==> src/rtl/pll_reconfig_pkg.sv <==
// rtl/pll_reconfig_pkg.sv - PLL reconfiguration field map, bank layout, reset values and FSM encoding
package pll_reconfig_pkg;

  localparam int SCAN_LEN = 50;

  localparam logic [3:0] TYPE_N    = 4'd0;
  localparam logic [3:0] TYPE_M    = 4'd1;
  localparam logic [3:0] TYPE_CPLF = 4'd2;
  localparam logic [3:0] TYPE_C0   = 4'd4;

  localparam logic [2:0] P_N       = 3'd0;
  localparam logic [2:0] P_NBYP    = 3'd4;
  localparam logic [2:0] P_M       = 3'd0;
  localparam logic [2:0] P_CP      = 3'd0;
  localparam logic [2:0] P_LFR     = 3'd1;
  localparam logic [2:0] P_LFC     = 3'd2;
  localparam logic [2:0] P_C0HI    = 3'd0;
  localparam logic [2:0] P_C0LO    = 3'd1;
  localparam logic [2:0] P_C0CTRL  = 3'd2;
  localparam logic [2:0] P_C0ODD   = 3'd5;

  localparam int W_N = 9, W_M = 9, W_CP = 4, W_LFR = 6, W_LFC = 2;
  localparam int W_C0 = 8, W_C0CTRL = 2;

  typedef struct packed {
    logic [W_N-1:0]      n;
    logic                n_byp;
    logic [W_M-1:0]      m;
    logic [W_CP-1:0]     cp;
    logic [W_LFR-1:0]    lf_r;
    logic [W_LFC-1:0]    lf_c;
    logic [W_C0-1:0]     c0_hi;
    logic [W_C0-1:0]     c0_lo;
    logic [W_C0CTRL-1:0] c0_ctrl;
    logic                c0_odd;
  } pll_bank_t;

  localparam pll_bank_t BANK_RESET = '{n: 9'd1, n_byp: 1'b1, m: 9'd12, cp: 4'd0,
                                       lf_r: 6'd0, lf_c: 2'd0, c0_hi: 8'd5, c0_lo: 8'd5,
                                       c0_ctrl: 2'd0, c0_odd: 1'b0};

  typedef enum logic [2:0] {
    ST_IDLE      = 3'd0,
    ST_WR_RD     = 3'd1,
    ST_LOAD      = 3'd2,
    ST_SHIFT     = 3'd3,
    ST_UPDATE    = 3'd4,
    ST_WAIT_DONE = 3'd5
  } state_t;

  // Scan chain order, MSB leaves first.
  function automatic logic [SCAN_LEN-1:0] scan_word(input pll_bank_t b);
    return {b.lf_c, b.lf_r, b.cp, b.n, b.n_byp, b.m, b.c0_hi, b.c0_lo, b.c0_odd, b.c0_ctrl};
  endfunction

endpackage

==> src/rtl/pll_scan_shifter.sv <==
// rtl/pll_scan_shifter.sv - serialises a loaded word onto scanclk/scandata, pulses done after the last bit
module pll_scan_shifter
  import pll_reconfig_pkg::*;
#(
  parameter int SCAN_DIV = 2
) (
  input  logic                clk,
  input  logic                nRST,
  input  logic                load,
  input  logic [SCAN_LEN-1:0] word,
  output logic                scanclk,
  output logic                scanclkena,
  output logic                scandata,
  output logic                done
);

  localparam int DW = (SCAN_DIV > 1) ? $clog2(SCAN_DIV) : 1;

  logic [SCAN_LEN-1:0] sreg;
  logic [DW-1:0]       div;
  logic [5:0]          bits;

  assign scandata = sreg[SCAN_LEN-1];

  // Data only moves on the scanclk falling toggle; the last falling toggle ends the scan.
  always_ff @(posedge clk or negedge nRST) begin
    if (!nRST) begin
      sreg       <= '0;
      div        <= '0;
      bits       <= '0;
      scanclk    <= 1'b0;
      scanclkena <= 1'b0;
      done       <= 1'b0;
    end else begin
      done <= 1'b0;
      if (load) begin
        sreg       <= word;
        div        <= '0;
        bits       <= '0;
        scanclk    <= 1'b0;
        scanclkena <= 1'b1;
      end else if (scanclkena) begin
        if (div == DW'(SCAN_DIV - 1)) begin
          div <= '0;
          if (!scanclk) begin
            scanclk <= 1'b1;
            if (bits != 6'(SCAN_LEN)) bits <= bits + 6'd1;
          end else if (bits == 6'(SCAN_LEN)) begin
            scanclk    <= 1'b0;
            scanclkena <= 1'b0;
            sreg       <= '0;
            done       <= 1'b1;
          end else begin
            scanclk <= 1'b0;
            sreg    <= {sreg[SCAN_LEN-2:0], 1'b0};
          end
        end else begin
          div <= div + DW'(1);
        end
      end
    end
  end

endmodule

==> src/rtl/pll_reconfig_responder.sv <==
// rtl/pll_reconfig_responder.sv - PLL reconfig parameter responder: shadow bank, scan, update, scandone wait
// Optional read path enabled by defining PLL_PARAM_READ_EN.
module pll_reconfig_responder
  import pll_reconfig_pkg::*;
#(
  parameter int SCAN_DIV     = 2,
  parameter int WR_BUSY      = 2,
  parameter int DONE_TIMEOUT = 1023
) (
  input  logic       clk,
  input  logic       nRST,
  input  logic       Wr_param,
  input  logic       Rd_param,
  input  logic       Reconfig,
  input  logic [3:0] Count_type,
  input  logic [2:0] Count_param,
  input  logic [8:0] Data_in,
  output logic       busy,
  output logic [8:0] data_out,
  output logic       timeout_err,
  output logic       scanclk,
  output logic       scanclkena,
  output logic       scandata,
  output logic       configupdate,
  input  logic       scandone
);

  localparam int WBW = (WR_BUSY > 1) ? $clog2(WR_BUSY) : 1;

  state_t         state, state_n;
  pll_bank_t      bank;
  logic [WBW-1:0] wcnt, wcnt_n;
  logic [9:0]     tcnt, tcnt_n;
  logic           idle, acc_cfg, acc_wr, acc_rd, scan_load, scan_done, to_hit;

  assign idle    = (state == ST_IDLE);
  assign acc_cfg = idle && Reconfig;
  assign acc_wr  = idle && !Reconfig && Wr_param;

`ifdef PLL_PARAM_READ_EN
  logic [8:0] rd_val;
  assign acc_rd = idle && !Reconfig && !Wr_param && Rd_param;

  always_comb begin
    rd_val = '0;
    case (Count_type)
      TYPE_N: begin
        if (Count_param == P_N)    rd_val = bank.n;
        if (Count_param == P_NBYP) rd_val = 9'(bank.n_byp);
      end
      TYPE_M:    if (Count_param == P_M) rd_val = bank.m;
      TYPE_CPLF: begin
        if (Count_param == P_CP)  rd_val = 9'(bank.cp);
        if (Count_param == P_LFR) rd_val = 9'(bank.lf_r);
        if (Count_param == P_LFC) rd_val = 9'(bank.lf_c);
      end
      TYPE_C0: begin
        if (Count_param == P_C0HI)   rd_val = 9'(bank.c0_hi);
        if (Count_param == P_C0LO)   rd_val = 9'(bank.c0_lo);
        if (Count_param == P_C0CTRL) rd_val = 9'(bank.c0_ctrl);
        if (Count_param == P_C0ODD)  rd_val = 9'(bank.c0_odd);
      end
      default: rd_val = '0;
    endcase
  end

  always_ff @(posedge clk or negedge nRST) begin
    if (!nRST)       data_out <= '0;
    else if (acc_rd) data_out <= rd_val;
  end
`else
  logic unused_rd;
  assign unused_rd = Rd_param;
  assign acc_rd    = 1'b0;
  assign data_out  = '0;
`endif

  // Writes are only taken in IDLE, so the bank is frozen for the whole scan.
  always_ff @(posedge clk or negedge nRST) begin
    if (!nRST) begin
      bank <= BANK_RESET;
    end else if (acc_wr) begin
      case (Count_type)
        TYPE_N: begin
          if (Count_param == P_N)    bank.n     <= Data_in;
          if (Count_param == P_NBYP) bank.n_byp <= Data_in[0];
        end
        TYPE_M:    if (Count_param == P_M) bank.m <= Data_in;
        TYPE_CPLF: begin
          if (Count_param == P_CP)  bank.cp   <= Data_in[W_CP-1:0];
          if (Count_param == P_LFR) bank.lf_r <= Data_in[W_LFR-1:0];
          if (Count_param == P_LFC) bank.lf_c <= Data_in[W_LFC-1:0];
        end
        TYPE_C0: begin
          if (Count_param == P_C0HI)   bank.c0_hi   <= Data_in[W_C0-1:0];
          if (Count_param == P_C0LO)   bank.c0_lo   <= Data_in[W_C0-1:0];
          if (Count_param == P_C0CTRL) bank.c0_ctrl <= Data_in[W_C0CTRL-1:0];
          if (Count_param == P_C0ODD)  bank.c0_odd  <= Data_in[0];
        end
        default: ;
      endcase
    end
  end

  always_ff @(posedge clk or negedge nRST) begin
    if (!nRST) begin
      state <= ST_IDLE;
      wcnt  <= '0;
      tcnt  <= '0;
    end else begin
      state <= state_n;
      wcnt  <= wcnt_n;
      tcnt  <= tcnt_n;
    end
  end

  always_comb begin
    state_n   = state;
    wcnt_n    = wcnt;
    tcnt_n    = tcnt;
    scan_load = 1'b0;
    to_hit    = 1'b0;
    case (state)
      ST_IDLE: begin
        wcnt_n = '0;
        tcnt_n = '0;
        if (acc_cfg)               state_n = ST_LOAD;
        else if (acc_wr || acc_rd) state_n = ST_WR_RD;
      end
      ST_WR_RD: begin
        if (wcnt == WBW'(WR_BUSY - 1)) state_n = ST_IDLE;
        else                           wcnt_n  = wcnt + WBW'(1);
      end
      ST_LOAD: begin
        scan_load = 1'b1;
        state_n   = ST_SHIFT;
      end
      ST_SHIFT:  if (scan_done) state_n = ST_UPDATE;
      ST_UPDATE: state_n = ST_WAIT_DONE;
      ST_WAIT_DONE: begin
        if (scandone) begin
          state_n = ST_IDLE;
        end else begin
          tcnt_n = (tcnt == '1) ? tcnt : tcnt + 10'd1;
          if (tcnt_n == 10'(DONE_TIMEOUT)) begin
            to_hit  = 1'b1;
            state_n = ST_IDLE;
          end
        end
      end
      default: state_n = ST_IDLE;
    endcase
  end

  always_ff @(posedge clk or negedge nRST) begin
    if (!nRST)        timeout_err <= 1'b0;
    else if (acc_cfg) timeout_err <= 1'b0;
    else if (to_hit)  timeout_err <= 1'b1;
  end

  assign busy         = !idle;
  assign configupdate = (state == ST_UPDATE);

  pll_scan_shifter #(.SCAN_DIV(SCAN_DIV)) u_shifter (
    .clk        (clk),
    .nRST       (nRST),
    .load       (scan_load),
    .word       (scan_word(bank)),
    .scanclk    (scanclk),
    .scanclkena (scanclkena),
    .scandata   (scandata),
    .done       (scan_done)
  );

endmodule

==> config.mk <==
export PLATFORM = sky130hd
export DESIGN_NAME = pll_reconfig_responder
export DESIGN_NICKNAME = d
export VERILOG_FILES = /design/src/rtl/pll_reconfig_pkg.sv /design/src/rtl/pll_scan_shifter.sv /design/src/rtl/pll_reconfig_responder.sv
export SDC_FILE = /design/constraint.sdc
export NUM_CORES = 1
export LEC_CHECK = 0
export ABC_CLOCK_PERIOD_IN_PS = 2050
export BUFFER_PORTS_ARGS = -buffer_cell sky130_fd_sc_hd__buf_2
export CORE_MARGIN = 2
export CORE_UTILIZATION = 40
export DETAILED_ROUTE_END_ITERATION = 12
export SLEW_MARGIN = 40
export SYNTH_ARGS = -nofsm -noshare
export SYNTH_HDL_FRONTEND = slang
export SYNTH_HIERARCHICAL = 1
export SYNTH_SLANG_ARGS = --single-unit
==> constraint.sdc <==
create_clock -name clk -period 2.05 [get_ports clk]
set_input_delay 0.41 -clock clk [delete_from_list [all_inputs] [get_ports clk]]
set_output_delay 0.41 -clock clk [all_outputs]
set_load 0.005 [all_outputs]
==> flow_summary.json <==
{
  "initial_core_util_pct": 41.1,
  "dr.max_layer_used": "met4",
  "swShare_pct": 31.1,
  "p_int_uw": 5660,
  "drt_pass1_iterations": 6,
  "avgSynthCellArea_um2": 11.3,
  "globalplace.congestion": 0.827,
  "cp_top_family": "compound AO/OA/AOI/OAI gates",
  "yosys.area.top_type_share_pct": 48.6,
  "synth_area_um2": 6020,
  "p_comb_share_pct": 23.3,
  "yosysMostFrequentCell": "dfrtp_1",
  "ant_nets": 0,
  "grt_max_degree": 52,
  "vias": 4487,
  "grt_pass1_vias": 4377,
  "worst-path-max-fanout": 7,
  "synthTopCellsByArea": "dfrtp_1, mux2_2, a2bb2oi_1, o211ai_1, a21oi_1",
  "fmax_mhz": 515,
  "wl_met2_um": 6800,
  "grt_pass1_wl_um": 23200,
  "final_hold_viol_count": 0,
  "cp_slowest_cell": "dfrtp_1",
  "timing.final.ws_setup_ns": 0.108,
  "clockBufferDepth": 2,
  "cts_buffers": 17,
  "ys_seq_area_share_pct": 52.1,
  "synthArstFlopShare_pct": 100,
  "crit_required_ns": 2.35,
  "vdd_ir_drop_max_mv": 0.706,
  "leakagePower_uw": 0.00310,
  "final_nets": 590,
  "drive_gt1_share_pct": 28.9,
  "switchingPower_uw": 2560,
  "ctsRootBufferMaster": "clkbuf_16",
  "maxCapViolCount": 0,
  "fp.dieH_um": 127,
  "outcome": "complete, no violations",
  "finalCritPeriodShare_pct": 94.7,
  "path_cells": "ha_2 > nand3b_1 > a311oi_1 > or3_1 > nand4_1 > a211o_1",
  "maxSlewViolCount": 0,
  "wire_per_inst_um": 18.7,
  "preCtsSetupSlack_ns": 0.0278,
  "first_iter_violations": 380,
  "relSlewSlack_pct": 58.7,
  "areaGrowthSynthToFinish_pct": 17.7,
  "cts_tree": "built",
  "synth_top_flop_cell": "dfrtp_1",
  "die-area_um2": 16000,
  "holdWs_ns": 0.249,
  "cts.sinks": 125,
  "ys.warnings.count": 6,
  "endpoint_kind": "flop",
  "clk_pin_slew_ns": 0.06,
  "hp-class": "input port to flop",
  "dp_hpwl_um": 8350,
  "clockPowerShare_pct": 35.5,
  "clock_latency_ns": 0.42,
  "antenna_found_initial": 0,
  "yosysTopAreaCell": "dfrtp_1",
  "track_usage_pct": 18.6,
  "wl_um": 14200,
  "ys_ff_latch": 125,
  "report.final.setup_viol": 0,
  "critPathMaxStageDelay_ns": 0.44,
  "criticalPathCategory": "flop to flop",
  "path_buf_inv": 0,
  "diodes": 0,
  "r2r_slack_ns": 0.11,
  "die_w_um": 127,
  "htreeDepth": 4,
  "min_period_ns": 1.94,
  "post-route-drc-count": 0,
  "wl_met3_um": 623,
  "vias_per_cell": 5.90,
  "core_um2": 14600,
  "arrival_ns": 2.24,
  "drt-met1-wl_um": 6660,
  "rows": 44,
  "boundaryPins": 37,
  "ys_types": 55,
  "power_density_nw_per_um2": 1160,
  "pwr-share-seq_pct": 41.3,
  "skew_ns": 0.00647,
  "rsz0062_at_grt": "yes",
  "critPathLaunchType": "flop",
  "netlist_top_cells_count": "dfrtp_1, a21oi_1, mux2_2, o211ai_1, a2bb2oi_1",
  "port_buffers": 26,
  "syn_inst": 532,
  "gr-total-overflow": 0,
  "worst_pin_slew_ns": 0.620,
  "synth_edf_count": 0
}
cell usage in the layout (no fill, tap or decap), types with 7 or more instances in the layout:
master,netlist,routed
nor3_1,8,8
inv_1,8,8
dfstp_2,8,8
buf_12,0,7
nand2_1,23,22
nand3_1,8,7
conb_1,1,9
nor2_1,15,14
buf_4,10,24
a2bb2oi_1,47,47
o21ai_0,9,9
o211ai_1,51,51
buf_2,7,25
clkbuf_16,0,17
a21oi_1,58,58
nor4_1,7,7
mux2_2,54,53
dfrtp_1,117,117
routing by layer:
metal  global-route usage [%]  vias up
li1                         -     2072
met1                     25.7     2277
met2                     28.9      128
met3                     4.56       10
met4                     6.14        0
met5                        0        -
kinds of logic (layout without fill, tap and decap cells):
kind of cell               Yosys count  count (layout)  share of synthesized area [%]
muxes                               54              54                           10.1
other                                1               9                         0.0623
AOI/OAI and AO/OA                  183             183                           21.4
buffers and inverters               62              99                           5.03
xor gates and xnor gates             1               1                          0.146
adders and majority gates            3               3                          0.624
DFF                                125             125                           52.1
and+or+nand+nor                    103             103                           10.5
power groups by stage:
stage	Combinational, uW	Sequential, uW	Clock, uW
after floorplan	1450	3290	0
after global placement	1860	3390	0
after detailed placement	1920	3420	0
after CTS	1930	3390	2960
after global routing	2130	3460	3080
final	1910	3390	2910
worst register-to-register path: cells and delay by family (launching register included):
kind / cells / cell delay, ns
AND/OR/NAND/NOR: 3 / 0.45
adder cells (fa/ha/maj): 1 / 0.35
AO/OA/AOI/OAI: 2 / 0.60
flip-flops: 1 / 0.44
registers in the layout, indices dropped and copies added, names as in the netlist:
name / cells
u_shifter/sreg: 50
state: 3
u_shifter/scanclk: 1
u_shifter/bits: 6
timeout_err: 1
u_shifter/done: 1
bank: 50
tcnt: 10
u_shifter/div: 1
u_shifter/scanclkena: 1
wcnt: 1
what timing repair did:
action | 4_1_cts | 5_1_grt
hold buffers | 1 | 0
endpoints found under the setup margin | 0 | 28
gates resized for setup | 0 | 2
hold endpoints to repair | 25 | 0
setup buffers | 0 | 1
worst paths after layout:
path,from,end,cells past startpoint
setup / recovery,tcnt[0],state[2],6
hold / removal,Data_in[8],bank[49],2
setup reg to reg,tcnt[0],state[2],6
hold reg to reg,timeout_err,timeout_err,2
max in group asynchronous,nRST,bank[41],3
min in group asynchronous,nRST,tcnt[5],2
per-stage QoR:
stage	TNS [ns]	instance area (um^2)	util, %	std cells	total power [uW]
6_report	0	7080	48.4	761	8210
2_1_floorplan	-0.553	6070	-	540	4740
5_1_grt	-0.0333	7080	48.4	761	8660
3_3_place_gp	0	6490	44.3	728	5250
4_1_cts	0	7070	48.3	760	8270
3_5_place_dp	0	6490	44.3	728	5330
area by class of cell:
class,count,area [um^2]
Timing Repair Buffer,58,467
Clock inverter,9,115
Inverter,10,37.5
Clock buffer,22,454
Multi-Input combinational cell,353,2640
Tap cell,184,230
Fill cell,1336,7560
Sequential cell,125,3140
Power figures use the tool's default switching activity.
